==> config.mk <==
export PLATFORM = sky130hd
export DESIGN_NAME = number_builder
export DESIGN_NICKNAME = d
export VERILOG_FILES = /design/src/rtl/calc_pkg.sv /design/src/rtl/edge_rise.sv /design/src/rtl/number_builder.sv
export SDC_FILE = /design/constraint.sdc
export NUM_CORES = 1
export LEC_CHECK = 0
export ABC_AREA = 1
export CAP_MARGIN = 20
export CORE_AREA = 2 2 118 143
export CTS_CLUSTER_DIAMETER = 100
export CTS_CLUSTER_SIZE = 28
export DETAILED_ROUTE_END_ITERATION = 10
export DIE_AREA = 0 0 120 145
export DONT_BUFFER_PORTS = 1
export PLACE_DENSITY = 0.66
export SLEW_MARGIN = 10
export SYNTH_ARGS = -nofsm -noshare
export SYNTH_HDL_FRONTEND = slang
export SYNTH_SLANG_ARGS = --single-unit
==> constraint.sdc <==
create_clock -name clk -period 3.7 [get_ports clk]
set_input_delay 0.185 -clock clk [delete_from_list [all_inputs] [get_ports clk]]
set_output_delay 0.185 -clock clk [all_outputs]
set_load 0.01 [all_outputs]
==> src/rtl/calc_pkg.sv <==
// Shared types and constants for the keypad number builder.
package calc_pkg;

    typedef enum logic [1:0] {
        ENTRY,
        CONVERT,
        DONE
    } state_e;

    localparam int RADIX   = 10;
    localparam int MAX_BCD = 9;

    // RADIX**n as a 64-bit constant, used by elaboration-time range checks.
    function automatic longint unsigned pow_radix(input int n);
        longint unsigned r;
        r = 64'd1;
        for (int i = 0; i < n; i++) begin
            r = r * longint'(RADIX);
        end
        return r;
    endfunction

endpackage

==> src/rtl/edge_rise.sv <==
// 1-bit rising-edge detector; the pulse is registered so it lines up with
// any data captured on the same clock as the strobe.
module edge_rise (
    input  logic clk,
    input  logic rst,
    input  logic d,
    output logic rise
);

    logic prev_q;
    logic rise_q;
    logic rise_d;

    always_comb begin
        rise_d = d & ~prev_q;
    end

    always_ff @(posedge clk) begin
        if (rst) begin
            prev_q <= 1'b0;
            rise_q <= 1'b0;
        end else begin
            prev_q <= d;
            rise_q <= rise_d;
        end
    end

    assign rise = rise_q;

endmodule

==> src/rtl/number_builder.sv <==
// Collects BCD keypad digits, then converts them serially (acc*10 + digit)
// into a signed binary value, optionally negated.
module number_builder
    import calc_pkg::*;
#(
    parameter int WIDTH      = 32,
    parameter int MAX_DIGITS = 8
) (
    input  logic                            clk,
    input  logic                            rst,
    input  logic [3:0]                      digit,
    input  logic                            get,
    input  logic                            save,
    input  logic                            complemento,
    input  logic                            clear,
    output logic [WIDTH-1:0]                resultNumber,
    output logic                            valid,
    output logic                            busy,
    output logic                            full,
    output logic                            digit_err,
    output logic [$clog2(MAX_DIGITS+1)-1:0] digit_count
);

    localparam int CW = $clog2(MAX_DIGITS + 1);
    localparam int AW = (MAX_DIGITS > 1) ? $clog2(MAX_DIGITS) : 1;

    // Largest enterable number must stay positive in a signed WIDTH-bit result.
    generate
        if (MAX_DIGITS > 18 ||
            (WIDTH < 64 && (pow_radix(MAX_DIGITS) - 64'd1) >= (64'd1 << (WIDTH - 1)))) begin : g_range_chk
            $error("number_builder: 10**MAX_DIGITS-1 does not fit in signed WIDTH bits");
        end
    endgenerate

    logic get_e, save_e, clear_e;

    edge_rise u_get_edge   (.clk(clk), .rst(rst), .d(get),   .rise(get_e));
    edge_rise u_save_edge  (.clk(clk), .rst(rst), .d(save),  .rise(save_e));
    edge_rise u_clear_edge (.clk(clk), .rst(rst), .d(clear), .rise(clear_e));

    // Data captured on the same clock as the strobes so it aligns with the edge pulses.
    logic [3:0]       digit_q;
    logic             comp_q;

    state_e           state_q, state_d;
    logic [CW-1:0]    count_q, count_d;
    logic [CW-1:0]    idx_q, idx_d;
    logic [WIDTH-1:0] acc_q, acc_d;
    logic [WIDTH-1:0] result_q, result_d;
    logic             valid_q, valid_d;
    logic             err_q, err_d;
    logic             neg_q, neg_d;
    logic [3:0]       mem_q [2**AW];
    logic             mem_we;
    logic             full_w;
    logic [WIDTH-1:0] acc_next;

    assign full_w   = (count_q == CW'(MAX_DIGITS));
    assign acc_next = (acc_q << 3) + (acc_q << 1) + WIDTH'(mem_q[idx_q[AW-1:0]]);

    always_comb begin
        state_d  = state_q;
        count_d  = count_q;
        idx_d    = idx_q;
        acc_d    = acc_q;
        result_d = result_q;
        valid_d  = 1'b0;
        err_d    = err_q;
        neg_d    = neg_q;
        mem_we   = 1'b0;
        if (clear_e) begin
            state_d = ENTRY;
            count_d = '0;
            err_d   = 1'b0;
        end else begin
            case (state_q)
                ENTRY: begin
                    if (save_e) begin
                        neg_d   = comp_q;
                        acc_d   = '0;
                        idx_d   = '0;
                        state_d = (count_q == '0) ? DONE : CONVERT;
                    end else if (get_e) begin
                        if (digit_q <= 4'(MAX_BCD) && !full_w) begin
                            mem_we  = 1'b1;
                            count_d = count_q + CW'(1);
                        end else begin
                            err_d = 1'b1;
                        end
                    end
                end
                CONVERT: begin
                    acc_d = acc_next;
                    idx_d = idx_q + CW'(1);
                    if (idx_q == count_q - CW'(1)) begin
                        state_d = DONE;
                    end
                end
                DONE: begin
                    result_d = neg_q ? (~acc_q + WIDTH'(1)) : acc_q;
                    valid_d  = 1'b1;
                    count_d  = '0;
                    state_d  = ENTRY;
                end
                default: state_d = ENTRY;
            endcase
        end
    end

    always_ff @(posedge clk) begin
        if (rst) begin
            state_q  <= ENTRY;
            count_q  <= '0;
            idx_q    <= '0;
            acc_q    <= '0;
            result_q <= '0;
            valid_q  <= 1'b0;
            err_q    <= 1'b0;
            neg_q    <= 1'b0;
            digit_q  <= '0;
            comp_q   <= 1'b0;
        end else begin
            state_q  <= state_d;
            count_q  <= count_d;
            idx_q    <= idx_d;
            acc_q    <= acc_d;
            result_q <= result_d;
            valid_q  <= valid_d;
            err_q    <= err_d;
            neg_q    <= neg_d;
            digit_q  <= digit;
            comp_q   <= complemento;
        end
    end

    always_ff @(posedge clk) begin
        if (mem_we) begin
            mem_q[count_q[AW-1:0]] <= digit_q;
        end
    end

    assign resultNumber = result_q;
    assign valid        = valid_q;
    assign busy         = (state_q == CONVERT);
    assign full         = full_w;
    assign digit_err    = err_q;
    assign digit_count  = count_q;

endmodule

==> metrics.md, run 1 <==
| Metric | Value |
|---|---|
| Status | `finished clean` |
| Yosys top cell area share | `between 20% and 30%` |
| CTS tree | `yes` |
| Worst-Skew Late Latency | `0.43 ns` |
| Global placer's final weighted congestion | `0.913` |
| Syn nets | `1235` |
| Register area share after synthesis | `34.4%` |
| Worst-Margin Slew | `1.06 ns` |
| Asr flop ratio synth | `0%` |
| Slowest-stage cell, CP | `dfxtp_1` |
| Root buffer cell | `clkbuf_16` |
| Max stage delay on crit path | `0.44 ns` |
| Clk sinks | `123` |
| CP Launch Type | `flop` |
| Setup violations, final | `0` |
| Crit-path most repeated cell | `inv_1` |
| Synth area leader | `dfxtp_1` |
| Die Area | `17400 µm²` |
| Final core utilization | `55.7%` |
| H-tree levels | `4` |
| Via count | `7336` |
| Initial DRC Count | `approximately 450` |
| Initial Utilization | `50.5%` |
| Hold Path Class | `input pin to flop` |
| Crit path capture type | `flop` |
| Hold Path Sink | `digit_err` |
| Tmin final | `slightly above 3 ns` |
| # rows | `51` |
| Area grow syn2layout | `10.4%` |
| Total global-route track usage | `25.7%` |
| #FFs+latches synth | `123` |
| Most common cell in the netlist | `nand2_1` |
| Crit Path Max Fanout | `9` |
| EDFF count, synth | `32` |
| Vias per cell | `5.28` |
| Synth top cells by count | `nand2_1, inv_1, nor2_1` |
| Die Span Y | `around 150 µm` |
| Largest net degree at the start of global routing | `46` |
| First-pass GRT wire length | `35200 µm` |
| Synth cell types | `around 50` |
| R2R cell count | `19` |
| Core ar. | `16000 µm²` |
| DR pass1 iterations | `8` |
| Hold_ws | `0.0244 ns` |
| Hold path startpoint | `rst` |
| Ant diodes | `0` |
| Max cap viols | `0` |
| Antenna viol nets, final | `0` |
| CP Data Required Time | `4.01 ns` |
| Number of global-route vias before repair | `6929` |
| Final hold viol count | `0` |
| Initial antenna violation count | `0` |
| Post-synth top flop | `dfxtp_1` |
| Hold-fix buffers, CTS | `9` |
| Max_slew headroom | `29.0%` |
| PostCTS Resize Cnt | `0` |
| Peak VDD IR | `0.386 mV` |
| Clock skew | `0.00596 ns` |
| Cell count after synthesis | `1160` |
| Top post-synthesis cells by area | `dfxtp_1, nand2_1, edfxtp_1, ha_1, inv_1` |
| Post-CTS Setup Bufs | `0` |
| Top Ports | `50` |
| Pleak | `4.43 nW` |
| Reg-to-reg endpoint | `acc_q[18]` |
| Post-Syn Area per Cell | `6.97 µm²` |
| Worst Hold Path Cells | `3` |
| Clock buffer depth | `2` |
| Setup tns final | `0 ns` |
| Share of post-route cells with drive strength above 1 | `5.60%` |
| Dpl hpwl | `16000 µm` |
| YS warnings | `0` |
| Sequence of cells on the critical path | `inv_1, o21ai_0, o22ai_1, nor2_1, a31oi_1, ha_1, ha_1, inv_1, fa_1, inv_1, nand3_1, nand3_1, nand2_1, nand2_1, inv_1, o21ai_0, nand2_1, nand3_1, a21oi_1` |
| Cell area after synthesis | `8080 µm²` |
| DRC errors left | `0` |
| Nets | `1240` |
| Maximum clock frequency | `321 MHz` |
| Grt total ovfl | `0` |
| Clk slew on worst S/H paths | `0.06 ns` |
| Fin crit share | `84.2%` |
| R2r setup slk | `0.58 ns` |
| CTS buffer count | `17` |
| CP arrival | `3.42 ns` |
| Power Dens Cells | `385 nW/µm²` |
| Die width | `120 µm` |
| RSZ-0062 raised after global routing | `false` |
| Port bufs | `0` |
| Crit path kind | `flop to flop` |
| Filler cell count | `1585` |
| Final Max Tran Viols | `0` |
| WL per Instance | `around 16 µm` |
| Drt total wl | `21900 µm` |
## through the flow
stage          total power [W]  instance area, µm²  setup slack, ns  instances
3_3_place_gp           0.00174                8240            0.772       1349
5_1_grt                0.00356                8930            0.230       1390
2_1_floorplan          0.00170                8080            0.703       1160
4_1_cts                0.00345                8930            0.623       1390
6_report               0.00343                8930            0.584       1390
3_5_place_dp           0.00175                8240            0.654       1349
## logic make-up (layout without fill, tap and decap cells)
family	count (synthesis)	after routing	share of synthesized area, %
AOI/OAI and AO/OA	191	191	13.3
buffers and inverters	202	220	9.86
and+or+nand+nor	554	554	29.4
adders and majority gates	65	65	10.2
xor gates and xnor gates	25	25	2.71
DFF	123	123	34.4
## cells in the final DEF (no fill, tap or decap), types with 16 or more instances in the layout
cell	count
clkbuf_16	17
ha_1	63
nor2_1	113
inv_1	168
dfxtp_1	91
nor3_1	16
edfxtp_1	32
nand2_1	311
nand3_1	71
a21oi_1	88
o21ai_0	43
xor2_1	18
## metal layers
layer / up-vias / track usage (%) / part of all wire, %
li1: 3795 / - / -
met3: 54 / 4.40 / 3.6
met4: 0 / 11.2 / 3.8
met2: 161 / 46.5 / 52
met5: - / 0 / 0
met1: 3326 / 29.3 / 41
## registers in the layout, indices dropped and copies added (netlist names), 2 cells and up, named ones only
| signal | flops |
|---|---|
| digit_q | 4 |
| state_q | 2 |
| mem_q | 32 |
| digit_count | 4 |
| acc_q | 32 |
| resultNumber | 32 |
| idx_q | 4 |
## final cells by class
class	instances	area (µm²)	share of cell area, %
inverter	175	659	7.39
clock inverter	15	161	1.81
clock buffer	17	425	4.77
sequential	123	2780	31.2
timing repair buffer	13	130	1.46
tap	212	265	2.97
multi-input combinational	835	4500	50.4
## how the worst max path moves through the flow
stage          slack [ns]  cells past startpoint         to  from
2_1_floorplan        0.70                     18  acc_q[18]  flop
3_3_place_gp         0.77                     18  acc_q[23]  flop
3_5_place_dp         0.65                     19  acc_q[18]  flop
4_1_cts              0.62                     19  acc_q[18]  flop
5_1_grt              0.23                     18  acc_q[18]  flop
6_report             0.58                     19  acc_q[18]  flop
## where the power goes
part	switching (W)	leakage, nW	internal, W	total, W
logic	0.000172	3.12	0.0000894	0.000261
clock network	0.000696	0.284	0.00100	0.00170
registers	0.0000527	1.03	0.00142	0.00147
## critical path, delay by kind of cell, from the launching register on
family	cells	cell delay [ns]
adder cells (fa/ha/maj)	3	0.93
AND/OR/NAND/NOR	7	0.70
buffers and inverters	4	0.47
AO/OA/AOI/OAI	5	0.46
flip-flops	1	0.44
No activity file was read; power rests on OpenSTA's default activity.
==> run 2, diff against run 1 <==
==> constraint.sdc (replaced) <==
create_clock -name clk -period 2.9 [get_ports clk]
set_input_delay 0.145 -clock clk [delete_from_list [all_inputs] [get_ports clk]]
set_output_delay 0.145 -clock clk [all_outputs]
set_load 0.01 [all_outputs]
==> run 2 against run 1 <==
Compared with the run above:
- non-clock buffer count rose by 23
- count of clock-buffer cells in the layout did not move
- clock skew up 0.0037 ns
- sequential share of layout area decreased by 1.1 points
- critical path type unchanged
==> metrics.md, run 2 (synthesis results as in run 1) <==
| Metric | Value |
|---|---|
| Share of post-route cells with drive strength above 1 | `9.99% (was 5.60%)` |
| CP arrival | `3.15 ns (was 3.42 ns)` |
| Largest net degree at the start of global routing | `47 (was 46)` |
| Die Span Y | `145 µm (unchanged)` |
| Hold Path Class | `input pin to flop (unchanged)` |
| Status | `finished clean (unchanged)` |
| Via count | `7430 (was 7336)` |
| Commonest non-fill, non-tap cells in the layout | `nand2_1, inv_1, nor2_1 (unchanged)` |
| Crit-path most repeated cell | `nand2_2 (was inv_1)` |
| Fin crit share | `96.2% (was 84.2%)` |
| Filler cell count | `1519 (was 1585)` |
| CTS tree | `yes (unchanged)` |
| First-pass GRT wire length | `35200 µm (about the same)` |
| DP Cell Count | `1370 (was 1349)` |
| DR pass1 iterations | `6 (was 8)` |
| Fin cells | `1413 (was 1390)` |
| Core ar. | `16000 µm² (unchanged)` |
| Number of global-route vias before repair | `7104 (was 6929)` |
| Initial DRC Count | `444 (was 445)` |
| Total global-route track usage | `25.5% (was 25.7%)` |
| CTS buffer count | `17 (unchanged)` |
| Maximum clock frequency | `359 MHz (was 321 MHz)` |
| CP Data Required Time | `3.26 ns (was 4.01 ns)` |
| Setup tns final | `0 ns (unchanged)` |
| Total power | `0.00455 W (was 0.00343 W)` |
| Clk slew on worst S/H paths | `0.07 ns (was 0.06 ns)` |
| Max stage delay on crit path | `0.57 ns (was 0.44 ns)` |
| RSZ-0062 raised after global routing | `true (was false)` |
| Worst-Skew Late Latency | `0.42 ns (was 0.43 ns)` |
| CP delay by family, top | `adder cells (unchanged)` |
| Nets | `1263 (was 1240)` |
| Crit Path Max Fanout | `5 (was 9)` |
| Top Ports | `50 (unchanged)` |
| Commonest non-fill, non-tap cell in the layout | `nand2_1 (unchanged)` |
| Initial antenna violation count | `0 (unchanged)` |
| Worst Path Buf+Inv | `2 (was 4)` |
| Clk sinks | `123 (unchanged)` |
| Die width | `120 µm (unchanged)` |
| Worst-Margin Slew | `1.08 ns (was 1.06 ns)` |
| Vias per cell | `5.26 (was 5.28)` |
| Max_slew headroom | `27.4% (was 29.0%)` |
| Crit path kind | `flop to flop (unchanged)` |
| Ant diodes | `0 (unchanged)` |
| CP Launch Type | `flop (unchanged)` |
| Sequence of cells on the critical path | `buf_4, o21ai_1, o221ai_1, o21ai_1, fa_1, inv_1, ha_1, nand3_1, nand3_2, nand2_2, nand2_2, nand2_1, nand2_2, nand2_2, nand2_1, nand2_1, nand3_1, a21oi_1 (was inv_1, o21ai_0, o22ai_1, nor2_1, a31oi_1, ha_1, ha_1, inv_1, fa_1, inv_1, nand3_1, nand3_1, nand2_1, nand2_1, inv_1, o21ai_0, nand2_1, nand3_1, a21oi_1)` |
| H-tree levels | `4 (unchanged)` |
| Drt total wl | `21500 µm (was 21900 µm)` |
| Grt total ovfl | `0 (unchanged)` |
| # rows | `51 (unchanged)` |
| Initial Utilization | `50.5% (unchanged)` |
| Tmin final | `2.79 ns (was 3.12 ns)` |
| Met3 global-route usage | `4.17% (was 4.40%)` |
| Global placer's final weighted congestion | `0.914 (was 0.913)` |
| Final Max Tran Viols | `0 (unchanged)` |
| Die Area | `17400 µm² (unchanged)` |
| Root buffer cell | `clkbuf_16 (unchanged)` |
| DRC errors left | `0 (unchanged)` |
| Clock skew | `0.00968 ns (was 0.00596 ns)` |
| Setup violations, final | `0 (unchanged)` |
| Clock buffer depth | `2 (unchanged)` |
| Peak VDD IR | `0.426 mV (was 0.386 mV)` |
| Pleak | `4.64 nW (was 4.43 nW)` |
| Port bufs | `0 (unchanged)` |
| Power Dens Cells | `491 nW/µm² (was 385 nW/µm²)` |
| Final hold viol count | `0 (unchanged)` |
| Antenna viol nets, final | `0 (unchanged)` |
| GR Util met2 | `45.7% (was 46.5%)` |
| Area grow syn2layout | `14.8% (was 10.4%)` |
| Dpl hpwl | `16000 µm (about the same)` |
| Crit path capture type | `flop (unchanged)` |
| Busiest grt layer | `met2 (unchanged)` |
| Max cap viols | `0 (unchanged)` |
| Grt met1 use | `29.6% (was 29.3%)` |
| Slowest-stage cell, CP | `fa_1 (was dfxtp_1)` |
| WL per Instance | `15.2 µm (was 15.8 µm)` |
==> run 2: cell types whose count changed in the layout (fill, tap and decap cells not counted), sizes merged <==
cell and change:
clkinvlp -1, clkinv -1, dlygate4sd3 +1, bufinv +2, buf +22
==> run 2: worst paths after layout <==
check                       from                 to  slack (ns)  cells after the start
max reg2reg                 flop          acc_q[25]        0.11                     18
min                          rst          acc_q[17]        0.04                      2
max                         flop          acc_q[25]        0.11                     18
min reg2reg  u_clear_edge.prev_q  u_clear_edge.rise        0.39                      1
==> run 2: cell type report <==
cell class,count,area (µm²),area share (%)
Multi-Input combinational cell,835,4620,49.8
Sequential cell,123,2790,30.0
Timing Repair Buffer,36,309,3.33
Clock buffer,17,425,4.58
Inverter,175,662,7.13
Tap cell,212,265,2.86
Clock inverter,15,213,2.29
==> run 2: what timing repair did <==
action / CTS / global route
pin swaps: 0 / 11
gates resized for setup: 3 / 43
endpoints found under the hold margin: 48 / 0
hold buffers: 10 / 0
endpoints found under the setup margin: 3 / 25
setup buffers: 0 / 1
==> run 2: stage by stage <==
stage | util, % | hold slack, ns | area (µm²) | worst slack [ns]
4_1_cts | 57.2 | 0.0481 | 9150 | 0.0408
3_5_place_dp | 52.4 | 0.223 | 8400 | -0.0112
2_1_floorplan | - | 0.252 | 8090 | 0.0137
3_3_place_gp | 52.4 | 0.221 | 8400 | 0.0492
6_report | 57.9 | 0.0417 | 9280 | 0.111
5_1_grt | 57.9 | 0.0571 | 9280 | -0.0646
==> run 2: report_power, final <==
part           switching, W  internal, W  total, W
clock              0.000865      0.00146   0.00232
combinational      0.000230     0.000123  0.000353
sequential        0.0000625      0.00181   0.00188
==> run 2: layer usage <==
metal	part of all wire, %	up-vias
li1	-	3842
met1	41	3378
met2	52	163
met3	3.7	47
met4	3.6	0
met5	0	-
